## src/rtl/dpram_port_arb_pkg.sv

```systemverilog
// dpram_arb_pkg: shared types and constants for the dual-port RAM port arbiter.
//   NUM_REQ   - number of requesters sharing the RAM port
//   AW        - default byte-address width
//   req_id_t  - requester index
//   mem_req_t - one request beat {we, addr, data lanes, byte mask}
package dpram_arb_pkg;
    localparam int NUM_REQ = 2;
    localparam int AW      = 15;

    typedef logic [0:0] req_id_t;

    typedef struct packed {
        logic            we;
        logic [AW-1:0]   addr;
        logic [3:0][7:0] data;
        logic [3:0]      mask;
    } mem_req_t;
endpackage

```

## src/rtl/dpram_port_arb_if.sv

```systemverilog
// dpram_port_arb_if: bundles both requester channels and the RAM port.
//   t_rN_*  request channel of requester N (valid/ready/we/addr/data/mask)
//   i_rN_*  read-response channel of requester N (valid/ready/data)
//   i_m_*   request towards the RAM port, t_m_* RAM ready and read return
// Modports: slave = the arbiter, master = requesters plus RAM.
interface dpram_port_arb_if #(
    parameter int AW = dpram_arb_pkg::AW
) ();
    import dpram_arb_pkg::*;

    logic          t_r0_valid, t_r0_ready, t_r0_we;
    logic [AW-1:0] t_r0_addr;
    logic [31:0]   t_r0_data;
    logic [3:0]    t_r0_mask;
    logic          i_r0_valid, i_r0_ready;
    logic [31:0]   i_r0_data;

    logic          t_r1_valid, t_r1_ready, t_r1_we;
    logic [AW-1:0] t_r1_addr;
    logic [31:0]   t_r1_data;
    logic [3:0]    t_r1_mask;
    logic          i_r1_valid, i_r1_ready;
    logic [31:0]   i_r1_data;

    logic          i_m_valid, t_m_ready, i_m_we;
    logic [AW-1:0] i_m_addr;
    logic [31:0]   i_m_data;
    logic [3:0]    i_m_mask;
    logic          t_m_rvalid;
    logic [31:0]   t_m_rdata;

    modport slave (
        input  t_r0_valid, t_r0_we, t_r0_addr, t_r0_data, t_r0_mask, i_r0_ready,
        input  t_r1_valid, t_r1_we, t_r1_addr, t_r1_data, t_r1_mask, i_r1_ready,
        input  t_m_ready, t_m_rvalid, t_m_rdata,
        output t_r0_ready, i_r0_valid, i_r0_data,
        output t_r1_ready, i_r1_valid, i_r1_data,
        output i_m_valid, i_m_we, i_m_addr, i_m_data, i_m_mask
    );

    modport master (
        output t_r0_valid, t_r0_we, t_r0_addr, t_r0_data, t_r0_mask, i_r0_ready,
        output t_r1_valid, t_r1_we, t_r1_addr, t_r1_data, t_r1_mask, i_r1_ready,
        output t_m_ready, t_m_rvalid, t_m_rdata,
        input  t_r0_ready, i_r0_valid, i_r0_data,
        input  t_r1_ready, i_r1_valid, i_r1_data,
        input  i_m_valid, i_m_we, i_m_addr, i_m_data, i_m_mask
    );
endinterface

```

## src/rtl/dpram_port_arb_resp_fifo.sv

```systemverilog
// resp_fifo: synchronous circular FIFO holding read responses for one requester.
//   i_push/i_push_data  write side (data visible at the head one cycle later)
//   i_pop               consume head entry (ignored when empty)
//   o_pop_data          head entry, o_empty, o_count occupancy
// Push and pop together are allowed at any occupancy, including full.
module resp_fifo #(
    parameter  int DEPTH = 2,
    parameter  int WIDTH = 32,
    localparam int CW    = $clog2(DEPTH + 1),
    localparam int PW    = (DEPTH > 1) ? $clog2(DEPTH) : 1
) (
    input  logic             clk,
    input  logic             rst,
    input  logic             i_push,
    input  logic [WIDTH-1:0] i_push_data,
    input  logic             i_pop,
    output logic [WIDTH-1:0] o_pop_data,
    output logic             o_empty,
    output logic [CW-1:0]    o_count
);
    logic [WIDTH-1:0] r_mem [DEPTH];
    logic [PW-1:0]    r_wr_ptr, r_rd_ptr;
    logic [CW-1:0]    r_count;
    logic             w_push, w_pop;

    // Pointers wrap explicitly so DEPTH need not be a power of two.
    function automatic logic [PW-1:0] ptr_inc(input logic [PW-1:0] p);
        return (p == PW'(DEPTH - 1)) ? '0 : p + 1'b1;
    endfunction

    assign w_pop  = i_pop & (r_count != '0);
    // When full, a same-cycle pop frees the slot being overwritten.
    assign w_push = i_push & ((r_count != CW'(DEPTH)) | w_pop);

    always_ff @(posedge clk or posedge rst) begin
        if (rst) begin
            r_wr_ptr <= '0;
            r_rd_ptr <= '0;
            r_count  <= '0;
            for (int i = 0; i < DEPTH; i++) r_mem[i] <= '0;
        end else begin
            if (w_push) begin
                r_mem[r_wr_ptr] <= i_push_data;
                r_wr_ptr        <= ptr_inc(r_wr_ptr);
            end
            if (w_pop) r_rd_ptr <= ptr_inc(r_rd_ptr);
            if (w_push & ~w_pop)      r_count <= r_count + 1'b1;
            else if (w_pop & ~w_push) r_count <= r_count - 1'b1;
        end
    end

    assign o_pop_data = r_mem[r_rd_ptr];
    assign o_empty    = (r_count == '0);
    assign o_count    = r_count;
endmodule

```

## src/rtl/dpram_port_arb.sv

```systemverilog
// dpram_port_arb: round-robin share of one RAM port between two requesters.
//   clk, rstf  clock and asynchronous active-high reset
//   bus        dpram_port_arb_if.slave: requester channels, RAM port
// Grant is combinational. Reads are only issued when the requester has a
// free response slot (FIFO entries + the read in flight), so the
// unstallable RAM return always has room. AW must match the package AW.
module dpram_port_arb #(
    parameter int AW         = dpram_arb_pkg::AW,
    parameter int RESP_DEPTH = 2
) (
    input logic             clk,
    input logic             rstf,
    dpram_port_arb_if.slave bus
);
    import dpram_arb_pkg::*;

    localparam int CW = $clog2(RESP_DEPTH + 1);

    mem_req_t             w_req [NUM_REQ];
    mem_req_t             w_win;
    logic [NUM_REQ-1:0]   w_valid, w_rready, w_elig, w_grant, w_inflight;
    logic [NUM_REQ-1:0]   w_push, w_pop, w_empty;
    logic [31:0]          w_rdata [NUM_REQ];
    logic [CW-1:0]        w_count [NUM_REQ];
    req_id_t              w_win_id;
    logic                 w_hs;

    req_id_t              r_pri;
    logic                 r_pend_valid;
    req_id_t              r_pend_id;

    assign w_req[0] = {bus.t_r0_we, bus.t_r0_addr, bus.t_r0_data, bus.t_r0_mask};
    assign w_req[1] = {bus.t_r1_we, bus.t_r1_addr, bus.t_r1_data, bus.t_r1_mask};
    assign w_valid  = {bus.t_r1_valid, bus.t_r0_valid};
    assign w_rready = {bus.i_r1_ready, bus.i_r0_ready};

    for (genvar n = 0; n < NUM_REQ; n++) begin : g_req
        logic [CW:0] w_used;

        assign w_inflight[n] = r_pend_valid & (r_pend_id == req_id_t'(n));
        assign w_used        = {1'b0, w_count[n]} + (CW+1)'(w_inflight[n]);
        // Writes never need a response slot; reset masks all requests.
        assign w_elig[n]     = ~rstf & w_valid[n] &
                               (w_req[n].we | (w_used < (CW+1)'(RESP_DEPTH)));
        assign w_push[n]     = bus.t_m_rvalid & w_inflight[n];
        assign w_pop[n]      = ~w_empty[n] & w_rready[n];

        resp_fifo #(.DEPTH(RESP_DEPTH), .WIDTH(32)) u_fifo (
            .clk        (clk),
            .rst        (rstf),
            .i_push     (w_push[n]),
            .i_push_data(bus.t_m_rdata),
            .i_pop      (w_pop[n]),
            .o_pop_data (w_rdata[n]),
            .o_empty    (w_empty[n]),
            .o_count    (w_count[n])
        );

        a_no_overflow: assert property (@(posedge clk) disable iff (rstf)
            w_used <= (CW+1)'(RESP_DEPTH));
    end

    // r_pri only breaks ties; a lone eligible requester always wins.
    assign w_grant[0] = w_elig[0] & (~w_elig[1] | (r_pri == 1'b0));
    assign w_grant[1] = w_elig[1] & (~w_elig[0] | (r_pri == 1'b1));
    assign w_win_id   = w_grant[1];
    assign w_hs       = (|w_elig) & bus.t_m_ready;

    always_comb begin
        w_win = '0;
        if (w_grant[0])      w_win = w_req[0];
        else if (w_grant[1]) w_win = w_req[1];
    end

    assign bus.i_m_valid  = |w_elig;
    assign bus.i_m_we     = w_win.we;
    assign bus.i_m_addr   = w_win.addr;
    assign bus.i_m_data   = w_win.data;
    assign bus.i_m_mask   = w_win.mask;
    assign bus.t_r0_ready = w_grant[0] & bus.t_m_ready;
    assign bus.t_r1_ready = w_grant[1] & bus.t_m_ready;
    assign bus.i_r0_valid = ~w_empty[0];
    assign bus.i_r1_valid = ~w_empty[1];
    assign bus.i_r0_data  = w_rdata[0];
    assign bus.i_r1_data  = w_rdata[1];

    always_ff @(posedge clk or posedge rstf) begin
        if (rstf) begin
            r_pri        <= '0;
            r_pend_valid <= 1'b0;
            r_pend_id    <= '0;
        end else begin
            if (w_hs) begin
                r_pri     <= ~w_win_id;
                r_pend_id <= w_win_id;
            end
            r_pend_valid <= w_hs & ~w_win.we;
        end
    end

    // A return with nothing in flight is dropped (e.g. across a reset).
    a_rvalid_tracked: assert property (@(posedge clk) disable iff (rstf)
        bus.t_m_rvalid |-> r_pend_valid);
endmodule
```

## src/flat_wrapper.sv

```systemverilog
// flat-port wrapper written by rule: the top's interface ports become plain ports
module dpram_port_arb_flat import dpram_arb_pkg::*;
#(
    parameter int AW         = dpram_arb_pkg::AW,
    parameter int RESP_DEPTH = 2
)
  (clk, rstf, bus_t_r0_valid, bus_t_r0_we, bus_t_r0_addr, bus_t_r0_data, bus_t_r0_mask, bus_i_r0_ready, bus_t_r1_valid, bus_t_r1_we, bus_t_r1_addr, bus_t_r1_data, bus_t_r1_mask, bus_i_r1_ready, bus_t_m_ready, bus_t_m_rvalid, bus_t_m_rdata, bus_t_r0_ready, bus_i_r0_valid, bus_i_r0_data, bus_t_r1_ready, bus_i_r1_valid, bus_i_r1_data, bus_i_m_valid, bus_i_m_we, bus_i_m_addr, bus_i_m_data, bus_i_m_mask);
  dpram_port_arb_if #(.AW(AW)) bus_i ();
  input logic clk;
  input logic rstf;
  input wire logic [$bits(bus_i.t_r0_valid)-1:0] bus_t_r0_valid;
  input wire logic [$bits(bus_i.t_r0_we)-1:0] bus_t_r0_we;
  input wire logic [$bits(bus_i.t_r0_addr)-1:0] bus_t_r0_addr;
  input wire logic [$bits(bus_i.t_r0_data)-1:0] bus_t_r0_data;
  input wire logic [$bits(bus_i.t_r0_mask)-1:0] bus_t_r0_mask;
  input wire logic [$bits(bus_i.i_r0_ready)-1:0] bus_i_r0_ready;
  input wire logic [$bits(bus_i.t_r1_valid)-1:0] bus_t_r1_valid;
  input wire logic [$bits(bus_i.t_r1_we)-1:0] bus_t_r1_we;
  input wire logic [$bits(bus_i.t_r1_addr)-1:0] bus_t_r1_addr;
  input wire logic [$bits(bus_i.t_r1_data)-1:0] bus_t_r1_data;
  input wire logic [$bits(bus_i.t_r1_mask)-1:0] bus_t_r1_mask;
  input wire logic [$bits(bus_i.i_r1_ready)-1:0] bus_i_r1_ready;
  input wire logic [$bits(bus_i.t_m_ready)-1:0] bus_t_m_ready;
  input wire logic [$bits(bus_i.t_m_rvalid)-1:0] bus_t_m_rvalid;
  input wire logic [$bits(bus_i.t_m_rdata)-1:0] bus_t_m_rdata;
  output wire logic [$bits(bus_i.t_r0_ready)-1:0] bus_t_r0_ready;
  output wire logic [$bits(bus_i.i_r0_valid)-1:0] bus_i_r0_valid;
  output wire logic [$bits(bus_i.i_r0_data)-1:0] bus_i_r0_data;
  output wire logic [$bits(bus_i.t_r1_ready)-1:0] bus_t_r1_ready;
  output wire logic [$bits(bus_i.i_r1_valid)-1:0] bus_i_r1_valid;
  output wire logic [$bits(bus_i.i_r1_data)-1:0] bus_i_r1_data;
  output wire logic [$bits(bus_i.i_m_valid)-1:0] bus_i_m_valid;
  output wire logic [$bits(bus_i.i_m_we)-1:0] bus_i_m_we;
  output wire logic [$bits(bus_i.i_m_addr)-1:0] bus_i_m_addr;
  output wire logic [$bits(bus_i.i_m_data)-1:0] bus_i_m_data;
  output wire logic [$bits(bus_i.i_m_mask)-1:0] bus_i_m_mask;
  assign bus_i.t_r0_valid = bus_t_r0_valid;
  assign bus_i.t_r0_we = bus_t_r0_we;
  assign bus_i.t_r0_addr = bus_t_r0_addr;
  assign bus_i.t_r0_data = bus_t_r0_data;
  assign bus_i.t_r0_mask = bus_t_r0_mask;
  assign bus_i.i_r0_ready = bus_i_r0_ready;
  assign bus_i.t_r1_valid = bus_t_r1_valid;
  assign bus_i.t_r1_we = bus_t_r1_we;
  assign bus_i.t_r1_addr = bus_t_r1_addr;
  assign bus_i.t_r1_data = bus_t_r1_data;
  assign bus_i.t_r1_mask = bus_t_r1_mask;
  assign bus_i.i_r1_ready = bus_i_r1_ready;
  assign bus_i.t_m_ready = bus_t_m_ready;
  assign bus_i.t_m_rvalid = bus_t_m_rvalid;
  assign bus_i.t_m_rdata = bus_t_m_rdata;
  assign bus_t_r0_ready = bus_i.t_r0_ready;
  assign bus_i_r0_valid = bus_i.i_r0_valid;
  assign bus_i_r0_data = bus_i.i_r0_data;
  assign bus_t_r1_ready = bus_i.t_r1_ready;
  assign bus_i_r1_valid = bus_i.i_r1_valid;
  assign bus_i_r1_data = bus_i.i_r1_data;
  assign bus_i_m_valid = bus_i.i_m_valid;
  assign bus_i_m_we = bus_i.i_m_we;
  assign bus_i_m_addr = bus_i.i_m_addr;
  assign bus_i_m_data = bus_i.i_m_data;
  assign bus_i_m_mask = bus_i.i_m_mask;
  dpram_port_arb #(.AW(AW), .RESP_DEPTH(RESP_DEPTH)) u_core (.clk(clk), .rstf(rstf), .bus(bus_i));
endmodule
```

## config.mk

```make
export PLATFORM = sky130hd
export DESIGN_NAME = dpram_port_arb_flat
export DESIGN_NICKNAME = d
export VERILOG_FILES = /design/src/rtl/dpram_port_arb_pkg.sv /design/src/rtl/dpram_port_arb_if.sv /design/src/rtl/dpram_port_arb_resp_fifo.sv /design/src/rtl/dpram_port_arb.sv /design/src/flat_wrapper.sv
export SDC_FILE = /design/constraint.sdc
export NUM_CORES = 1
export LEC_CHECK = 0
export ABC_AREA = 1
export CAP_MARGIN = 0
export CELL_PAD_IN_SITES_DETAIL_PLACEMENT = 1
export CELL_PAD_IN_SITES_GLOBAL_PLACEMENT = 2
export CORE_MARGIN = 2
export CORE_UTILIZATION = 25
export CTS_BUF_LIST = sky130_fd_sc_hd__clkbuf_16
export CTS_CLUSTER_DIAMETER = 150
export CTS_CLUSTER_SIZE = 12
export DETAILED_ROUTE_END_ITERATION = 7
export MAX_ROUTING_LAYER = met4
export PLACE_DENSITY = 0.91
export SYNTH_ARGS = -nofsm -noshare
export SYNTH_HDL_FRONTEND = slang
export SYNTH_HIERARCHICAL = 1
export SYNTH_SLANG_ARGS = --single-unit
```

## constraint.sdc

```tcl
create_clock -name clk -period 2.8 [get_ports clk]
set_input_delay 0.56 -clock clk [delete_from_list [all_inputs] [get_ports clk]]
set_output_delay 0.56 -clock clk [all_outputs]
set_load 0.01 [all_outputs]
```

==> summary.txt, run 1 <==
STA
  • Slew headroom: 47.4%
  • Peak Freq: 366 MHz
  • Total Neg Setup Slack: 0 ps
  • Worst slew pin tran: 790 ps
  • Crit share post-route: 97.6%
  • Max-slew violations: 0
  • Worst Skew: 13.2 ps
  • Final Hold Fails: 0
  • Final Critical Period: 2730 ps
  • # setup viols final: 0

Routing
  • Vias: 8197
  • DR WL/cell: 18.7 um
  • Total Wirelength: 32000 um
  • Initial DRT Pass Iterations: 5
  • Detail Route Antenna Nets: 0
  • Drt drc: 0
  • Detailed Route Iter0 Violations: 487
  • Vias per inst: 4.78

Finish
  • Area grow syn2layout: 48.8%
  • Fin area: 11400 sq um
  • # nets final: 1449
  • Share of layout cells above drive strength 1: 9.95%

Clock network
  • Num CTS Buffers: 17
  • CTS tree: built
  • Skew-Pair Late Insertion Delay: 430 ps
  • H-tree Lvls: 4
  • Clock-pin slew on the worst setup and hold paths: 70 ps
  • Clock sinks: 139
  • Clock Tree Root: clkbuf_16
  • CTS Buffer Depth: 2

Power
  • PD cells: 919 nW/um^2
  • Leakage power: 0.00590 uW
  • Total power: 10500 uW
  • Worst vdd ir: 0.000500 V

GRT
  • Largest net degree at the start of global routing: 69
  • First-pass GRT wire length: 48600 um
  • Vias in the first global route: 8520
  • Antenna violations before repair: 5
  • Total routing usage reported by global routing: 20.7%
  • Congestion Overflow GR: 0

Setup path
  • CP max stage delay: 500 ps
  • Nature of the critical path startpoint: input port
  • Worst EP arrival: 2170 ps
  • Endpoint type of the worst setup path: output port
  • Worst path buffer plus inverter count: 5
  • Crit-path max FO: 13
  • CP top delay family: buffers and inverters
  • Critical-path cell list: clkdlybuf4s50_1 -> inv_1 -> a21boi_2 -> nand2_4 -> inv_6 -> bufbuf_16 -> nand2_1 -> nand2_1 -> dlygate4sd2_1
  • CP Class: in2out
  • R2R depth: 11
  • Critical Path RT: 2240 ps
  • Worst path slowest cell: clkdlybuf4s50_1
  • WP depth: 9
  • CP dominant cell by count: nand2_1

Place
  • Gp weighted congestion: 0.796
  • Hpwl dp: 23100 um
  • Port bufs: 264
  • Total placed instance area: 10700 sq um

Synth
  • Synth warn: 6
  • Synth Register Bits: 139
  • Share of the yosys chip area belonging to registers: 45.4%
  • Post-synth cell types: 24
  • Avg Cell Area, Syn: 7.28 sq um
  • Synthesized cell area: 7660 sq um
  • Cells after Synth: 1052
  • Syn nets: 1198

Floorplanning
  • Die area: 32000 sq um
  • Row count: 64
  • Chip height: 179 um
  • Core area: 30300 sq um
  • Die width: 179 um
  • I/O pin total: 265
  • Initial core utilization: 25.2%

Worst hold path
  • Hold Path Class: in2async

Status
  • Run status: complete, no violations

Run
  • Max Cap Violations: 0
==> Yosys cell counts, drive strengths merged <==
cell type	count	area [sq um]
nand2	577	2200
dfrtp	139	3480
nand4	130	813
buf	71	468
nand3	65	380
inv	34	130
clkbuf	12	45.0
nor2	9	36.3
o21ai	4	20.0
clkinv	2	7.51
ha	2	25.0
nor3	2	10.0
xnor2	2	17.5
xor2	2	17.5
a21boi	1	11.3
==> metrics by stage <==
step	cells	utilization, %	hold WS, ps	worst slack (ps)
after CTS	1710	37.6	225	-31.4
after global placement	1671	35.4	453	-244
after detailed placement	1671	35.4	458	-273
after global routing	1716	37.5	278	-0.153
final	1716	37.5	243	65.9
after floorplan	1052	-	314	528
==> final cells by class <==
| class | count | area (sq um) |
|---|---|---|
| Antenna cell | 4 | 10.0 |
| Clock buffer | 17 | 425 |
| Clock inverter | 15 | 181 |
| Fill cell | 3656 | 19000 |
| Inverter | 36 | 140 |
| Multi-Input combinational cell | 794 | 3560 |
| Sequential cell | 139 | 3480 |
| Tap cell | 396 | 495 |
| Timing Repair Buffer | 315 | 3100 |
==> cell usage in the layout (no fill, tap or decap), types with 12 or more instances in the layout <==
master,netlist,final
buf_4,0,38
clkbuf_16,0,17
clkdlybuf4s50_1,0,208
dfrtp_1,139,139
dlygate4sd2_1,0,31
inv_1,27,25
nand2_1,565,564
nand2_2,12,12
nand3_1,57,56
nand4_1,130,130
==> where the power goes <==
group	switching, uW	total [uW]	internal, uW	leakage (uW)
clock	891	2360	1470	0.000294
sequential	533	3360	2830	0.00182
combinational	2730	4750	2020	0.00379
total	4160	10500	6320	0.00590
==> path summary, 6_finish.rpt <==
path                                                        start                           endpoint  slack (ps)
worst max-delay path                                  bus_t_r0_we                   bus_i_m_data[21]          70
worst min-delay path                                         rstf                       u_core/r_pri         240
worst max register to register  u_core/g_req[0].u_fifo/o_count[0]  u_core/g_req[0].u_fifo/o_count[1]         820
worst min register to register   u_core/g_req[0].u_fifo/r_mem[45]   u_core/g_req[0].u_fifo/r_mem[45]         470
max in group asynchronous                                    rstf   u_core/g_req[0].u_fifo/r_mem[43]        1600
min in group clk                 u_core/g_req[0].u_fifo/r_mem[45]   u_core/g_req[0].u_fifo/r_mem[45]         470
==> worst register-to-register path: stages (launching register included) <==
cell and delay (ps):
dfrtp_1 470, nor2_1 270, nor2_1 150, inv_1 120, nand3_4 130, nand2_1 120, inv_1 50, ha_1 300
inv_1 80, nand3_1 80, nand2_1 60, nand2_1 50
==> registers in the layout, indices dropped and copies added, names as in the netlist <==
register                      cells
u_core/r_pend_id                  1
u_core/g_req.u_fifo/r_wr_ptr      2
u_core/g_req.u_fifo/r_mem       128
u_core/r_pend_valid               1
u_core/r_pri                      1
u_core/g_req.u_fifo/r_rd_ptr      2
u_core/g_req.u_fifo/o_count       4
==> kinds of logic after synthesis <==
logic type / Yosys count / synth area share, %
AOI/OAI and AO/OA: 5 / 0.409
xor gates and xnor gates: 4 / 0.458
adders and majority gates: 2 / 0.327
buffers and inverters: 119 / 8.50
DFF: 139 / 45.4
and+or+nand+nor: 783 / 44.9
==> layer usage <==
metal	up-vias	global-route usage [%]	part of all wire, %
li1	3916	-	-
met1	3953	23.9	41
met2	287	36.0	50
met3	41	4.26	6.4
met4	0	6.40	2.4
met5	-	-	0
==> timing repair <==
action                                  in CTS  in global routing
gates resized for setup                     81                 28
gates cloned                                 2                  0
endpoints found under the setup margin      54                 38
pin swaps                                    2                  3
hold buffers                                 0                  0
setup buffers                                5                  2
(Power assumes the default switching activity.)
==> inputs of run 2 (changes only) <==
--- a/config.mk
+++ b/config.mk
@@ -6,7 +6,6 @@
 export NUM_CORES = 1
 export LEC_CHECK = 0
 export ABC_AREA = 1
-export CAP_MARGIN = 0
 export CELL_PAD_IN_SITES_DETAIL_PLACEMENT = 1
 export CELL_PAD_IN_SITES_GLOBAL_PLACEMENT = 2
 export CORE_MARGIN = 2
@@ -15,6 +14,7 @@
 export CTS_CLUSTER_DIAMETER = 150
 export CTS_CLUSTER_SIZE = 12
 export DETAILED_ROUTE_END_ITERATION = 7
+export GPL_TIMING_DRIVEN = 0
 export MAX_ROUTING_LAYER = met4
 export PLACE_DENSITY = 0.91
 export SYNTH_ARGS = -nofsm -noshare
==> run 2 against run 1 <==
Setup slack lost 6.6 ps. Core utilization grew 0.38 points. Die area is the same. Critical path type is now reg2out. Critical endpoint is now bus_i_r0_data[23]. Largest power group unchanged. Highest routed layer unchanged.
==> summary.txt, run 2 (synthesis gave the netlist of run 1 again) <==
Place
  • Port bufs: 264 (unchanged)
  • Gp weighted congestion: 0.884 (+11%)
  • Total placed instance area: 10800 sq um (+0.63%)
  • Setup slack at placement: -483 ps (-210 ps)
  • Placed cells: 1712 (+2.5%)
  • Hpwl dp: 24900 um (+7.8%)

Routing
  • Total Wirelength: 32700 um (+2.2%)
  • Vias per inst: 4.77 (about the same)
  • Vias: 8356 (+1.9%)
  • DR WL/cell: 18.7 um (+0.22%)
  • Detailed Route Iter0 Violations: 407 (-16%)
  • Drt drc: 0 (unchanged)
  • Initial DRT Pass Iterations: 4 (-1)
  • Detail Route Antenna Nets: 0 (unchanged)

Finish
  • Most frequent cells in the layout: nand2_1, clkdlybuf4s50_1, dfrtp_1
  • Fin area: 11500 sq um (+1.0%)
  • Util after Layout: 37.9% (+0.38 points)
  • # nets final: 1487 (+2.6%)
  • # diodes: 0 (-4)
  • Most flop-heavy register: u_core/g_req.u_fifo/r_mem
  • Share of layout cells above drive strength 1: 10.8% (+0.83 points)
  • Area grow syn2layout: 50.3%
  • Layout Cells excl Fill: 1750 (+2.0%)
  • Most common cell after layout, fill and taps aside: nand2_1
  • Number of flip-flops in the largest register: 128 (unchanged)

Clock network
  • Skew-Pair Late Insertion Delay: 420 ps (about the same)
  • Clock sinks: 139 (unchanged)
  • CTS Buffer Depth: 2 (unchanged)
  • H-tree Lvls: 4 (unchanged)
  • Clock-pin slew on the worst setup and hold paths: 60 ps (about the same)
  • Num CTS Buffers: 17 (unchanged)
  • Hold buffer count at cts: 0 (unchanged)
  • Clock Tree Root: clkbuf_16
  • CTS tree: built

Floorplanning
  • Chip height: 179 um (unchanged)
  • I/O pin total: 265 (unchanged)
  • Die width: 179 um (unchanged)
  • Die area: 32000 sq um (unchanged)
  • Initial core utilization: 25.2% (unchanged)
  • Core area: 30300 sq um (unchanged)
  • Row count: 64 (unchanged)

GRT
  • Congestion Overflow GR: 0 (unchanged)
  • Antenna violations before repair: 0 (-5)
  • Largest net degree at the start of global routing: 69 (unchanged)
  • First-pass GRT wire length: 49400 um (+1.5%)
  • Total routing usage reported by global routing: 21.2% (+0.52 points)
  • Vias in the first global route: 8646 (+1.5%)

Power
  • Worst vdd ir: 0.000450 V (-9.9%)
  • Leakage power: 0.00620 uW (+5.1%)
  • PD cells: 916 nW/um^2 (-0.32%)

Setup path
  • Reg2Reg Launch Point: u_core/r_pend_valid
  • Worst EP arrival: 2180 ps (about the same)
  • Launch point of the worst path: u_core/g_req[0].u_fifo/r_rd_ptr
  • Endpoint type of the worst setup path: output port
  • Crit-path max FO: 10 (-3)
  • Critical Path RT: 2240 ps (about the same)
  • R2r setup slk: 470 ps (-350 ps)
  • Nature of the critical path startpoint: flop
  • CP Class: reg2out

STA
  • Slew headroom: 40.6% (-6.7 points)
  • Worst Skew: 8.26 ps (-4.90 ps)
  • Peak Freq: 365 MHz (-0.24%)
  • Final Hold Fails: 0 (unchanged)
  • Final Critical Period: 2740 ps (+6.58 ps)
  • # setup viols final: 0 (unchanged)
  • Final worst slack: 59.3 ps (-6.57 ps)
  • Worst slew pin tran: 891 ps (+101 ps)
  • Max-slew violations: 0 (unchanged)
  • Crit share post-route: 97.9% (+0.23 points)
  • WHS: 222 ps (-20.9 ps)

Run
  • Max Cap Violations: 0 (unchanged)

Status
  • Run status: complete, no violations

Worst hold path
  • Hold Path Class: in2async
## run 2: cell types whose count changed in the layout (fill, tap and decap cells not counted), sizes merged, moves of 2 or more
cell	delta
buf	+23
dlymetal6s2s	+18
clkdlybuf4s15	-6
diode	-4
dlygate4sd2	+4
clkinv	-3
clkinvlp	+3
bufinv	-2
inv	+2
## run 2: worst max-delay path, stage by stage, from the launching register on
cell and delay, ps:
dfrtp_1 350, buf_2 150, clkinv_1 120, buf_2 280
nand2_1 80, nand2_1 80, clkdlybuf4s50_1 680
## run 2: where the power goes
part           internal, uW  leakage [uW]  switching (uW)
Clock                  1310      0.000269             905
Sequential             2830       0.00181             486
Combinational          2120       0.00412            2890
Total                  6260       0.00620            4280
## run 2: cell type report
class                      count  area [sq um]
clock inverter                15           149
tap                          396           495
timing repair buffer         270          2690
inverter                      36           148
sequential                   139          3480
multi-input combinational    794          3550
buffer                        83           561
clock buffer                  17           425
fill                        3717         18800
## run 2: worst paths after layout
| kind | end | cells after the start |
|---|---|---|
| max | bus_i_r0_data[23] | 6 |
| min reg2reg | u_core/g_req[1].u_fifo/r_mem[42] | 2 |
| min | u_core/r_pend_valid | 2 |
| max in group asynchronous | u_core/g_req[0].u_fifo/o_count[0] | 2 |
| max reg2reg | u_core/g_req[0].u_fifo/o_count[1] | 10 |
| min in group clk | u_core/g_req[1].u_fifo/r_mem[42] | 2 |
## run 2: through the flow
step                      power [uW]  setup TNS, ps
after global routing           11300          -10.6
final                          10500              0
after detailed placement        8390         -22680
after global placement          8250        -148650
after floorplan                 5810              0
after CTS                      10600          -1860
## run 2: what timing repair did
| item | 4_1_cts | 5_1_grt |
|---|---|---|
| endpoints found under the setup margin | 56 | 24 |
| gates resized for setup | 56 | 38 |
| setup buffers | 2 | 4 |
| pin swaps | 1 | 1 |
| cloned | 0 | 0 |
## run 2: routing by layer
layer	track usage (%)	wire (um)	vias to the layer above	part of all wire, %
met1	24.4	13500	4047	41
met3	3.80	1800	35	5.5
met2	37.5	16600	284	51
met4	6.50	751	0	2.3
met5	-	0	-	0
li1	-	-	3990	-
==> inputs of run 3 (changes only) <==
--- a/config.mk
+++ b/config.mk
@@ -9,15 +9,13 @@
 export CELL_PAD_IN_SITES_DETAIL_PLACEMENT = 1
 export CELL_PAD_IN_SITES_GLOBAL_PLACEMENT = 2
 export CORE_MARGIN = 2
-export CORE_UTILIZATION = 25
+export CORE_UTILIZATION = 24
 export CTS_BUF_LIST = sky130_fd_sc_hd__clkbuf_16
 export CTS_CLUSTER_DIAMETER = 150
 export CTS_CLUSTER_SIZE = 12
 export DETAILED_ROUTE_END_ITERATION = 7
-export GPL_TIMING_DRIVEN = 0
 export MAX_ROUTING_LAYER = met4
-export PLACE_DENSITY = 0.91
+export PLACE_DENSITY = 0.89
 export SYNTH_ARGS = -nofsm -noshare
 export SYNTH_HDL_FRONTEND = slang
-export SYNTH_HIERARCHICAL = 1
 export SYNTH_SLANG_ARGS = --single-unit
==> run 3 against run 2 <==
Via count is 20% lower. Largest power group unchanged. Clock power grew 18%. Sequential power is 2% higher. Power rose by 2.6%. Critical path type unchanged. Wire length decreased by 21%. Final area shrank 4.2%. Combinational power fell by 4%. Non-clock buffer count is 43 lower. Highest routed layer unchanged. Final cell count fell by 12%. Count of clock-buffer cells in the layout unchanged.
==> summary.txt, run 3 <==
Status
  • Run status: complete, no violations

Power
  • Total power: 10800 uW (+2.6%)
  • Leakage power: 0.00534 uW (-14%)
  • Worst vdd ir: 0.000455 V (+1.0%)
  • PD cells: 981 nW/um^2 (+7.1%)

GRT
  • First-pass GRT wire length: 40800 um (-17%)
  • Antenna violations before repair: 1 (+1)
  • Total routing usage reported by global routing: 17.8% (-3.4 points)
  • Largest net degree at the start of global routing: 65 (-5.8%)
  • Congestion Overflow GR: 0 (unchanged)
  • Vias in the first global route: 7199 (-17%)

Setup path
  • CP Class: reg2out
  • Worst EP arrival: 2170 ps (about the same)
  • Crit-path max FO: 21 (+11)
  • Critical Path RT: 2240 ps (about the same)
  • Nature of the critical path startpoint: flop
  • Endpoint type of the worst setup path: output port

Finish
  • Most frequent cells in the layout: nand2_1, clkdlybuf4s50_1, dfrtp_1
  • Layout Cells excl Fill: 1547 (-12%)
  • Fin area: 11000 sq um (-4.2%)
  • Share of layout cells above drive strength 1: 15.4% (+4.6 points)
  • # nets final: 1296 (-13%)
  • Most flop-heavy register: u_core.g_req.u_fifo.r_mem
  • Most common cell after layout, fill and taps aside: nand2_1
  • Number of flip-flops in the largest register: 128 (unchanged)
  • Area grow syn2layout: 58.9%
  • # diodes: 0 (unchanged)

Routing
  • Initial DRT Pass Iterations: 4 (unchanged)
  • Vias: 6657 (-20%)
  • Total Wirelength: 25900 um (-21%)
  • Drt drc: 0 (unchanged)
  • Detail Route Antenna Nets: 0 (unchanged)
  • DR WL/cell: 16.7 um (-11%)
  • Detailed Route Iter0 Violations: 325 (-20%)
  • Vias per inst: 4.30 (-9.9%)

Floorplanning
  • Core area: 28500 sq um (-5.9%)
  • Die width: 174 um (-2.8%)
  • I/O pin total: 265 (unchanged)
  • Die area: 30300 sq um (-5.5%)
  • Chip height: 174 um (-2.8%)
  • Row count: 62 (-3.1%)
  • Initial core utilization: 24.3% (-0.92 points)

Place
  • Placed cells: 1505 (-12%)
  • Gp weighted congestion: 0.874 (-1.1%)
  • Hpwl dp: 18800 um (-25%)
  • Total placed instance area: 10200 sq um (-5.7%)
  • Setup slack at placement: -347 ps (+136 ps)
  • Port bufs: 264 (unchanged)

Clock network
  • H-tree Lvls: 4 (unchanged)
  • Clock-pin slew on the worst setup and hold paths: 70 ps (about the same)
  • Skew-Pair Late Insertion Delay: 420 ps (about the same)
  • Clock sinks: 139 (unchanged)
  • Clock Tree Root: clkbuf_16
  • Num CTS Buffers: 17 (unchanged)
  • CTS tree: built
  • CTS Buffer Depth: 2 (unchanged)

Synth
  • Synth warn: 0 (-6)
  • Top post-synthesis cells by count: nand2_1, dfrtp_1, o21ai_0
  • Avg Cell Area, Syn: 7.97 sq um (+9.6%)
  • Synthesized cell area: 6940 sq um (-9.4%)
  • Post-synth cell types: 25 (+4.2%)
  • Most common cell in the netlist: nand2_1
  • Share of the yosys chip area belonging to registers: 50.1% (+4.7 points)
  • Post-synth top flop: dfrtp_1
  • Main area contributors after synthesis: dfrtp_1, nand2_1, o21ai_0
  • Share of the synthesized area in the top cell type: 50.1% (+4.7 points)
  • Syn nets: 1016 (-15%)
  • Synth Register Bits: 139 (unchanged)
  • Cells after Synth: 870 (-17%)
  • Share of synthesized flip-flops with an asynchronous set or reset: 100% (unchanged)
  • Post-synth EDFFs: 0 (unchanged)
  • Post-synth top area cell: dfrtp_1

Worst hold path
  • Hold Path Class: in2async

STA
  • Final Hold Fails: 0 (unchanged)
  • Worst Skew: 8.71 ps (+0.447 ps)
  • # setup viols final: 0 (unchanged)
  • WHS: 434 ps (+212 ps)
  • Peak Freq: 367 MHz (+0.49%)
  • Final worst slack: 72.6 ps (+13.3 ps)
  • Final Critical Period: 2730 ps (-13.3 ps)
  • Slew headroom: 43.7% (+3.1 points)
  • Crit share post-route: 97.4% (-0.48 points)
  • Worst slew pin tran: 845 ps (-45.8 ps)
  • Max-slew violations: 0 (unchanged)

Run
  • Max Cap Violations: 0 (unchanged)
run 3: cell count changes after synthesis, sizes merged, moves of 2 or more:
cell,previous run,this run
clkbuf,12,19
nor3,2,0
nand2,577,373
nor2,9,15
nand4,130,0
xnor2,2,4
inv,34,80
mux2,0,32
nand3,65,5
a21oi,0,4
buf,71,30
o21ai,4,162
run 3: path summary, 6_finish.rpt:
path	startpoint	to	slack [ps]	cells after the start
worst max register to register	u_core.g_req[0].u_fifo.o_count[0]	u_core.g_req[0].u_fifo.r_mem[19]	910	10
worst min-delay path	rstf	u_core.r_pend_valid	430	3
max in group asynchronous	rstf	u_core.g_req[1].u_fifo.r_mem[62]	730	4
worst max-delay path	u_core.g_req[0].u_fifo.r_rd_ptr	bus_i_r0_data[10]	70	3
worst min register to register	u_core.g_req[1].u_fifo.r_mem[10]	u_core.g_req[1].u_fifo.r_mem[10]	480	2
min in group clk	u_core.g_req[1].u_fifo.r_mem[10]	u_core.g_req[1].u_fifo.r_mem[10]	480	2
run 3: power by group:
part           switching, uW  internal [uW]  total, uW
logic                   2370           2460       4840
clock network            979           1620       2600
registers                464           2910       3380
total                   3820           7000      10800
run 3: routing by layer:
metal	GRT usage [%]	routed length, um	vias up
li1	-	-	3278
met1	23.0	11600	3222
met2	29.0	12800	128
met3	2.89	1040	29
met4	4.59	404	0
met5	-	0	-
run 3: final cells by class:
type / instances / area, sq um
fillers: 3405 / 17500
flip-flops and latches: 139 / 3490
repair buffers: 310 / 3100
multi-input cells: 600 / 2960
well taps: 384 / 480
clock buffers: 17 / 425
inverters: 82 / 322
clock inverters: 15 / 251
run 3: logic make-up (layout without fill, tap and decap cells):
group                    Yosys count  in the layout  synth area share, %
adder cells (fa/ha/maj)            2              2                0.361
AO/OA/AOI/OAI                    166            166                 13.2
XOR/XNOR                           6              6                0.757
buffers and inverters            131            424                 8.28
flip-flops                       139            139                 50.1
AND/OR/NAND/NOR                  394            394                 22.1
multiplexers                      32             32                 5.19
run 3: repair_timing:
| action | 4_1_cts | 5_1_grt |
|---|---|---|
| resized for setup | 76 | 36 |
| hold buffers | 0 | 0 |
| endpoints found under the setup margin | 54 | 35 |
| setup buffers | 0 | 7 |
| cloned | 3 | 0 |
| pin swaps | 4 | 4 |
run 3: worst max-delay path, stage by stage, from the launching register on:
cell and delay, ps:
dfrtp_4 590, buf_4 240, o21ai_0 310, clkdlybuf4s50_1 600
run 3: metrics by stage:
stage                     TNS (ps)  util, %
after detailed placement    -16360     35.7
after global routing         -36.9     38.6
final                            0     38.6
after CTS                        0     38.3
after floorplan             -61570        -
after global placement      -13080     35.7
